$ cat config.mk
export PLATFORM = sky130hd
export DESIGN_NAME = enc_histogram
export DESIGN_NICKNAME = d
export VERILOG_FILES = /design/src/rtl/enc_histogram.sv
export SDC_FILE = /design/constraint.sdc
export NUM_CORES = 1
export LEC_CHECK = 0
export CORE_ASPECT_RATIO = 1.4
export CORE_MARGIN = 2
export CORE_UTILIZATION = 30
export CTS_CLUSTER_DIAMETER = 100
export DETAILED_ROUTE_END_ITERATION = 12
export HOLD_SLACK_MARGIN = 0.12
export PLACE_DENSITY_LB_ADDON = 0.05
export SETUP_SLACK_MARGIN = 0.15
export SYNTH_ARGS = -nofsm -noshare
export SYNTH_HDL_FRONTEND = slang
export SYNTH_SLANG_ARGS = --single-unit
$ cat constraint.sdc
create_clock -name clk -period 2.8 [get_ports clk]
set_input_delay 0.56 -clock clk [delete_from_list [all_inputs] [get_ports clk]]
set_output_delay 0.56 -clock clk [all_outputs]
set_load 0.02 [all_outputs]
$ cat src/rtl/enc_histogram.sv
// 8-bin histogram of encoder indices over a WINDOW-sample window (WINDOW=0: free-running), 1-cycle registered read port.
// Optional macro HIST_PEAK_EN adds a registered largest-bin tracker (ties resolve to the lowest index).
module enc_histogram #(
  parameter int CNT_W  = 8,
  parameter int WINDOW = 16,
  localparam int TW = (WINDOW == 0) ? 16 : ((WINDOW == 1) ? 1 : $clog2(WINDOW + 1))
) (
  input  logic             clk,
  input  logic             rst,
  input  logic             in_valid,
  input  logic [2:0]       in_index,
  input  logic             clr,
  input  logic             rd_en,
  input  logic [2:0]       rd_addr,
  output logic [CNT_W-1:0] rd_data,
  output logic             rd_valid,
  output logic [TW-1:0]    total,
  output logic             done,
  output logic [2:0]       peak_idx,
  output logic [CNT_W-1:0] peak_cnt
);

  typedef enum logic {S_COUNT, S_DONE} state_t;

  localparam logic [CNT_W-1:0] CNT_MAX = '1;
  localparam logic [TW-1:0]    WIN_T   = TW'(WINDOW);

  state_t           state_q, state_d;
  logic [TW-1:0]    total_q, total_d;
  logic [CNT_W-1:0] bins_q [8];
  logic [CNT_W-1:0] bins_d [8];
  logic [CNT_W-1:0] rd_data_q, rd_data_d;
  logic             rd_valid_q, rd_valid_d;
  logic             accept;

  always_comb begin
    state_d    = state_q;
    total_d    = total_q;
    bins_d     = bins_q;
    rd_valid_d = rd_en;
    rd_data_d  = rd_data_q;
    accept     = in_valid && (state_q == S_COUNT) && !clr;

    // Read samples the pre-update bins, so collisions with updates or clr return old data.
    if (rd_en) begin
      rd_data_d = bins_q[rd_addr];
    end

    if (clr) begin
      state_d = S_COUNT;
      total_d = '0;
      for (int i = 0; i < 8; i++) begin
        bins_d[i] = '0;
      end
    end else if (accept) begin
      if (bins_q[in_index] != CNT_MAX) begin
        bins_d[in_index] = bins_q[in_index] + 1'b1;
      end
      total_d = total_q + 1'b1;
      if ((WINDOW != 0) && (total_d == WIN_T)) begin
        state_d = S_DONE;
      end
    end
  end

  always_ff @(posedge clk or posedge rst) begin
    if (rst) begin
      state_q    <= S_COUNT;
      total_q    <= '0;
      rd_data_q  <= '0;
      rd_valid_q <= 1'b0;
      for (int i = 0; i < 8; i++) begin
        bins_q[i] <= '0;
      end
    end else begin
      state_q    <= state_d;
      total_q    <= total_d;
      rd_data_q  <= rd_data_d;
      rd_valid_q <= rd_valid_d;
      bins_q     <= bins_d;
    end
  end

  assign rd_data  = rd_data_q;
  assign rd_valid = rd_valid_q;
  assign total    = total_q;
  assign done     = (state_q == S_DONE);

`ifdef HIST_PEAK_EN
  logic [2:0]       peak_idx_q, peak_idx_d;
  logic [CNT_W-1:0] peak_cnt_q, peak_cnt_d;

  // Strict greater-than keeps the first (lowest) index on ties.
  always_comb begin
    peak_idx_d = '0;
    peak_cnt_d = '0;
    for (int i = 0; i < 8; i++) begin
      if (bins_q[i] > peak_cnt_d) begin
        peak_cnt_d = bins_q[i];
        peak_idx_d = 3'(i);
      end
    end
    if (clr) begin
      peak_idx_d = '0;
      peak_cnt_d = '0;
    end
  end

  always_ff @(posedge clk or posedge rst) begin
    if (rst) begin
      peak_idx_q <= '0;
      peak_cnt_q <= '0;
    end else begin
      peak_idx_q <= peak_idx_d;
      peak_cnt_q <= peak_cnt_d;
    end
  end

  assign peak_idx = peak_idx_q;
  assign peak_cnt = peak_cnt_q;
`else
  assign peak_idx = '0;
  assign peak_cnt = '0;
`endif

endmodule

==> impl_metrics.py, run 1 <==
metrics = {
    "sta": {
        "hold_viol_final": 0,
        "holdWs_ns": 0.524,
        "fin_setup_tns_ns": 0,
        "min_period_over_period_pct": 93.4,
        "max_freq_mhz": 383,
        "tightest_slew_ns": 0.580,
        "drv_slew": 0,
        "final.min_clock_period_ns": 2.61,
        "layout_setup_ws_ns": 0.186,
        "clock_skew_ns": 0.00933,
        "rsz0062_at_grt": "yes",
        "slew_headroom_pct": 61.2,
        "finalSetupViolCount": 0,
    },
    "placement": {
        "gp_congestion": 0.797,
        "dp_slack_ns": -0.649,
        "hpwl_mm": 10.6,
        "place.port_buffers": 25,
        "dp_cells": 688,
        "dpl_cell_area_mm2": 0.00574,
    },
    "cells_and_area": {
        "fin_cells": 719,
        "drive_gt1_share_pct": 33.8,
        "nFillCells": 1503,
        "fin_area_mm2": 0.00636,
        "multi_input_area_mm2": 0.00255,
        "num-nets-final": 533,
        "area_growth_pct": 34.8,
        "seq_area_mm2": 0.00198,
        "n_antenna_cell": 0,
        "final_util_pct": 41.1,
    },
    "synth": {
        "synthCells": 415,
        "synth.distinct_cells": 56,
        "synth_top_cell_area_share_pct": 41.9,
        "synth_seq_cells": 79,
        "synth_edf_count": 0,
        "synth_area_mm2": 0.00471,
        "synth_area_leader_cell": "dfrtp_1",
        "ys.flop_type": "dfrtp_1",
        "ys_seq_area_share_pct": 41.9,
        "async_reset_ff_share_pct": 100,
        "ys_warn_count": 0,
        "synth.avg_cell_area_um2": 11.4,
        "yosys-top-cells-area": "dfrtp_1 (42%), mux2i_1 (12%), mux4_2 (10%)",
    },
    "route": {
        "route.detailed.drc": 0,
        "vias": 3623,
        "wire_per_inst_um": 20.6,
        "dr.pass1.iters": 4,
        "finalWirelength_mm": 14.8,
        "viasPerCell": 5.04,
        "dr.first_iter.drc_count": 210,
        "postRouteAntennaNets": 0,
    },
    "clock_tree": {
        "cts.clk_slew.worst_paths_ns": 0.06,
        "cts_buffers": 9,
        "ctsHoldBuffers": 0,
        "cts_sinks": 79,
        "cts_tree": "built",
        "cts_root_buf": "clkbuf_16",
        "clk_latency_ns": 0.34,
        "clock_path_buffers": 2,
        "cts-htree-levels": 3,
    },
    "global_routing": {
        "grt_remaining_overflow": 0,
        "grt_pass1_wl_mm": 23.2,
        "grt_pass1_vias": 3830,
        "grtUsageTotal_pct": 18.9,
        "antenna_found_initial": 0,
        "grt_start_max_net_pins": 31,
    },
    "outcome": {
        "status": "finished, final reports clean",
    },
    "min_path": {
        "min_path_type": "register to register",
    },
    "worst_setup_path": {
        "worstPathMaxFanout": 11,
        "crit_required_ns": 3.05,
        "start_kind": "input port",
        "cp.arrival_ns": 2.86,
        "setup.worst_path.end_class": "register",
        "worstSetupPathType": "input port to register",
    },
    "floorplanning": {
        "coreArea_mm2": 0.0155,
        "die_width_um": 110,
        "io-pin-count": 37,
        "start_util_pct": 30.5,
        "die_area_mm2": 0.0167,
        "die_y_um": 152,
        "rows": 54,
    },
    "pwr": {
        "total_power_mw": 2.80,
        "power-per-cell-area_mw_per_mm2": 441,
        "irDropWorstVdd_mv": 0.214,
        "cellLeakagePower_nw": 2.73,
    },
    "flow_run": {
        "max_cap_viol_count": 0,
    },
}
## metal layers
layer	GRT usage [%]	part of all wire (%)	up-vias
met3	2.74	2.4	14
met5	0	0	-
met2	32.0	51	80
met4	6.99	2.4	0
met1	24.0	44	1825
li1	-	-	1704
## cell usage after synthesis (all sizes together), types with 2 or more instances
cell type  count
nor2b          4
mux2i         56
nand2b        16
xor2           3
a221o          2
a211oi         9
o32ai          7
mux2           4
nor4           3
nand3          7
and3           5
buf           20
a2111oi        3
a221oi         2
nor2          59
inv           13
nand2          9
a22oi          3
mux4          21
o31ai          4
nand3b         5
or3b           6
and2b          3
ha             2
a21oi         15
xnor2          6
o22ai          5
dfrtp         79
o21ai          8
clkbuf        19
## power by group
group	switching, mW	internal, mW	leakage, nW	total, mW
Combinational	0.241	0.210	1.51	0.451
Sequential	0.0188	1.17	1.08	1.19
Clock	0.466	0.702	0.140	1.17
## final timing paths
check / startpoint / to / slack [ns] / cells after the start
setup / recovery: in_index[1] / bins_q[7]$_DFFE_PP0P_ / 0.19 / 15
hold / removal: rd_data[7]$_DFFE_PP0P_ / rd_data[7]$_DFFE_PP0P_ / 0.52 / 2
setup reg to reg: bins_q[1]$_DFFE_PP0P_ / bins_q[13]$_DFFE_PP0P_ / 0.24 / 11
hold reg to reg: rd_data[7]$_DFFE_PP0P_ / rd_data[7]$_DFFE_PP0P_ / 0.52 / 2
max in group asynchronous: rst / bins_q[54]$_DFFE_PP0P_ / 1.63 / 3
min in group asynchronous: rst / bins_q[21]$_DFFE_PP0P_ / 0.58 / 2
## flip-flops by register name, summed over array words and instances, names as in the netlist
name / count
bins_q: 64
done: 1
rd_data: 8
rd_valid: 1
total: 5
## layout by cell type (no fill, tap or decap), drive strengths merged, types with 4 or more instances in the layout
cell type      instances
nand2b                16
mux4                  21
clkbuf                10
dfrtp                 79
inv                   12
nand3                  7
buf                  101
nand3b                 5
conb                  11
o22ai                  5
nor2b                  4
o21ai                  8
a211oi                 9
mux2i                 56
or3b                   6
nor2                  59
a21oi                 15
mux2                   4
and3                   5
nand2                  9
xnor2                  6
clkinv                 4
clkdlybuf4s50         21
o31ai                  4
o32ai                  7
## cell type report
| class | count | area share (%) |
|---|---|---|
| well taps | 196 | 3.86 |
| clock inverters | 4 | 0.748 |
| flip-flops and latches | 79 | 31.1 |
| clock buffers | 10 | 3.76 |
| multi-input cells | 293 | 40.1 |
| inverters | 14 | 0.866 |
| repair buffers | 123 | 19.6 |
## what timing repair did
action	4_1_cts	5_1_grt
setup endpoints to repair	64	57
gates cloned	2	0
setup buffers	9	6
pin swaps	9	16
gates resized for setup	27	21
## critical path, stage by stage
cell and delay, ns:
buf_8 0.11, buf_16 0.13, buf_12 0.13, nand2b_1 0.19
o22ai_2 0.19, a211oi_2 0.06, buf_4 0.16, nor4_4 0.30
buf_12 0.17, buf_12 0.11, a21oi_4 0.06, buf_12 0.13
buf_12 0.11, or3b_1 0.36, o31ai_1 0.07
## logic make-up after synthesis
family | count (synthesis) | share of synthesized area (%)
multiplexers | 81 | 22.9
adder cells (fa/ha/maj) | 2 | 0.531
buffers and inverters | 53 | 7.59
flip-flops | 79 | 41.9
AO/OA/AOI/OAI | 67 | 11.7
other | 1 | 0.0795
AND/OR/NAND/NOR | 123 | 13.7
XOR/XNOR | 9 | 1.67
No activity file was read; power rests on OpenSTA's default activity.
==> run 2: changes to the inputs <==
Settings changed: CORE_ASPECT_RATIO 1.4 to default.
==> run 2 against run 1 <==
Die area about the same; flip-flop and latch count unchanged; non-clock buffer count decreased by 5; clock power about the same; count of clock-buffer cells in the layout increased by 3; largest cell class unchanged; register-to-register slack about the same; largest power group unchanged; first-iteration DRC count decreased by 9.5%; total power decreased by 0.36%; routed wire length decreased by 3.2%; sequential power about the same; fmax decreased by 1.0%.
==> impl_metrics.py, run 2 (synthesis gave the netlist of run 1 again) <==
metrics = {
    "sta": {
        "clock_skew_ns": 0.00450,
        "rsz0062_at_grt": "yes",
        "drv_slew": 0,
        "finalSetupViolCount": 0,
        "min_period_over_period_pct": 94.3,
        "slew_headroom_pct": 49.5,
        "final.min_clock_period_ns": 2.64,
        "tightest_slew_ns": 0.758,
        "hold_viol_final": 0,
        "max_freq_mhz": 379,
    },
    "pwr": {
        "power-per-cell-area_mw_per_mm2": 439,
        "p_seq_share_pct": 42.5,
        "share_comb_of_total_power_pct": 16.1,
        "clockPowerShare_pct": 41.4,
        "irDropWorstVdd_mv": 0.348,
        "cellLeakagePower_nw": 2.71,
        "p_int_mw": 2.09,
        "p_switching_mw": 0.708,
        "swShare_pct": 25.3,
    },
    "placement": {
        "gp_congestion": 0.819,
        "place.port_buffers": 25,
        "hpwl_mm": 10.2,
        "dp_cells": 699,
    },
    "clock_tree": {
        "ctsHoldBuffers": 0,
        "clock_path_buffers": 2,
        "clk_latency_ns": 0.35,
        "cts_sinks": 79,
        "cts_root_buf": "clkbuf_16",
        "cts_buffers": 9,
        "cts.clk_slew.worst_paths_ns": 0.06,
        "cts-htree-levels": 3,
        "cts_tree": "built",
    },
    "outcome": {
        "status": "finished, final reports clean",
    },
    "cells_and_area": {
        "regMostFlops": "bins_q",
        "area_growth_pct": 35.1,
        "layout.cells.most_common": "dfrtp_1",
        "final_util_pct": 41.7,
        "fin_cells": 729,
        "largest_register_ffs": 64,
        "mostFrequentLayoutCells": "dfrtp_1 (79), buf_4 (62), nor2_1 (57)",
        "drive_gt1_share_pct": 31.9,
        "nFillCells": 1489,
        "n_antenna_cell": 0,
        "num-nets-final": 528,
    },
    "floorplanning": {
        "rows": 45,
        "die_area_mm2": 0.0167,
        "start_util_pct": 30.9,
        "coreArea_mm2": 0.0153,
        "io-pin-count": 37,
        "die_width_um": 129,
        "die_y_um": 129,
    },
    "worst_setup_path": {
        "setup.worst_path.end_class": "register",
        "worstSetupPathType": "input port to register",
        "crit_required_ns": 3.05,
        "start_kind": "input port",
        "cp.arrival_ns": 2.89,
        "critPathLaunch": "in_index[2]",
        "worstPathMaxFanout": 6,
        "timing.rr.start": "bins_q[24]$_DFFE_PP0P_",
    },
    "min_path": {
        "min_path_type": "register to register",
        "hold_start": "rd_data[1]$_DFFE_PP0P_",
    },
    "global_routing": {
        "grt_pass1_wl_mm": 22.6,
        "grt_remaining_overflow": 0,
        "grt_pass1_vias": 3708,
        "grt_start_max_net_pins": 50,
        "grtUsageTotal_pct": 18.5,
        "antenna_found_initial": 0,
    },
    "route": {
        "vias": 3566,
        "route.detailed.drc": 0,
        "dr.pass1.iters": 5,
        "wire_per_inst_um": 19.7,
        "viasPerCell": 4.89,
        "finalWirelength_mm": 14.3,
        "dr.first_iter.drc_count": 190,
        "postRouteAntennaNets": 0,
    },
    "flow_run": {
        "max_cap_viol_count": 0,
    },
}
==> run 2: area by class of cell <==
| type | instances | area, µm² | share of cell area (%) |
|---|---|---|---|
| multi-input combinational | 293 | 2540 | 39.8 |
| sequential | 79 | 1980 | 31.0 |
| timing repair buffer | 118 | 1260 | 19.7 |
| tap | 211 | 264 | 4.15 |
| clock buffer | 13 | 250 | 3.93 |
| inverter | 14 | 55.1 | 0.864 |
| clock inverter | 1 | 30.0 | 0.472 |
==> run 2: what timing repair did <==
item,4_1_cts,5_1_grt
setup buffers,10,4
pin swaps,9,13
endpoints found under the setup margin,64,41
cloned,2,0
resized for setup,28,20
==> run 2: worst max-delay path, cell delays in order <==
cell and delay [ns]:
buf_12 0.12, buf_12 0.13, buf_12 0.12, mux2i_1 0.11
a22oi_1 0.21, o21ai_2 0.10, clkinv_2 0.08, ha_4 0.14
nand3_4 0.07, nor4_4 0.32, buf_12 0.18, buf_12 0.11
a21oi_4 0.07, buf_6 0.13, or3b_1 0.37, o31ai_1 0.07
==> run 2: routing by layer <==
layer  track usage [%]  vias up  share of wire, %
li1                  -     1695                 -
met1              25.4     1788                47
met2              29.1       67                47
met3              4.21       16               4.1
met4              5.50        0               2.1
met5                 0        -                 0
==> run 2: worst paths after layout <==
| kind | end | slack [ns] | depth (start not counted) |
|---|---|---|---|
| setup / recovery | bins_q[31]$_DFFE_PP0P_ | 0.16 | 16 |
| hold / removal | rd_data[1]$_DFFE_PP0P_ | 0.53 | 2 |
| setup reg to reg | bins_q[41]$_DFFE_PP0P_ | 0.23 | 11 |
| hold reg to reg | rd_data[1]$_DFFE_PP0P_ | 0.53 | 2 |
| max in group asynchronous | bins_q[12]$_DFFE_PP0P_ | 1.51 | 3 |
| min in group asynchronous | bins_q[2]$_DFFE_PP0P_ | 0.64 | 2 |
==> run 2: power by group through the flow <==
stage	sequential, mW	combinational, mW	clock [mW]
2_1_floorplan	1.22	0.238	0
3_3_place_gp	1.21	0.414	0
3_5_place_dp	1.21	0.413	0
4_1_cts	1.19	0.449	1.19
5_1_grt	1.19	0.487	1.24
6_report	1.19	0.451	1.16
==> run 2: per-stage QoR <==
step	power (mW)	TNS, ns	hold WS [ns]	setup slack [ns]	area (µm²)
floorplan	1.45	-10.03	0.494	-0.272	4830
global placement	1.62	-33.79	0.513	-0.703	5760
detailed placement	1.62	-34.13	0.523	-0.690	5760
CTS	2.83	0	0.539	0.116	6260
global route	2.92	0	0.556	0.0231	6370
finish	2.79	0	0.531	0.158	6370
==> run 3: changes to the inputs <==
Settings changed: CTS_CLUSTER_SIZE from default to 20, SLEW_MARGIN from default to 10.
==> results of run 3 <==
The final DEF is identical to that of run 2; final timing and power are the same.
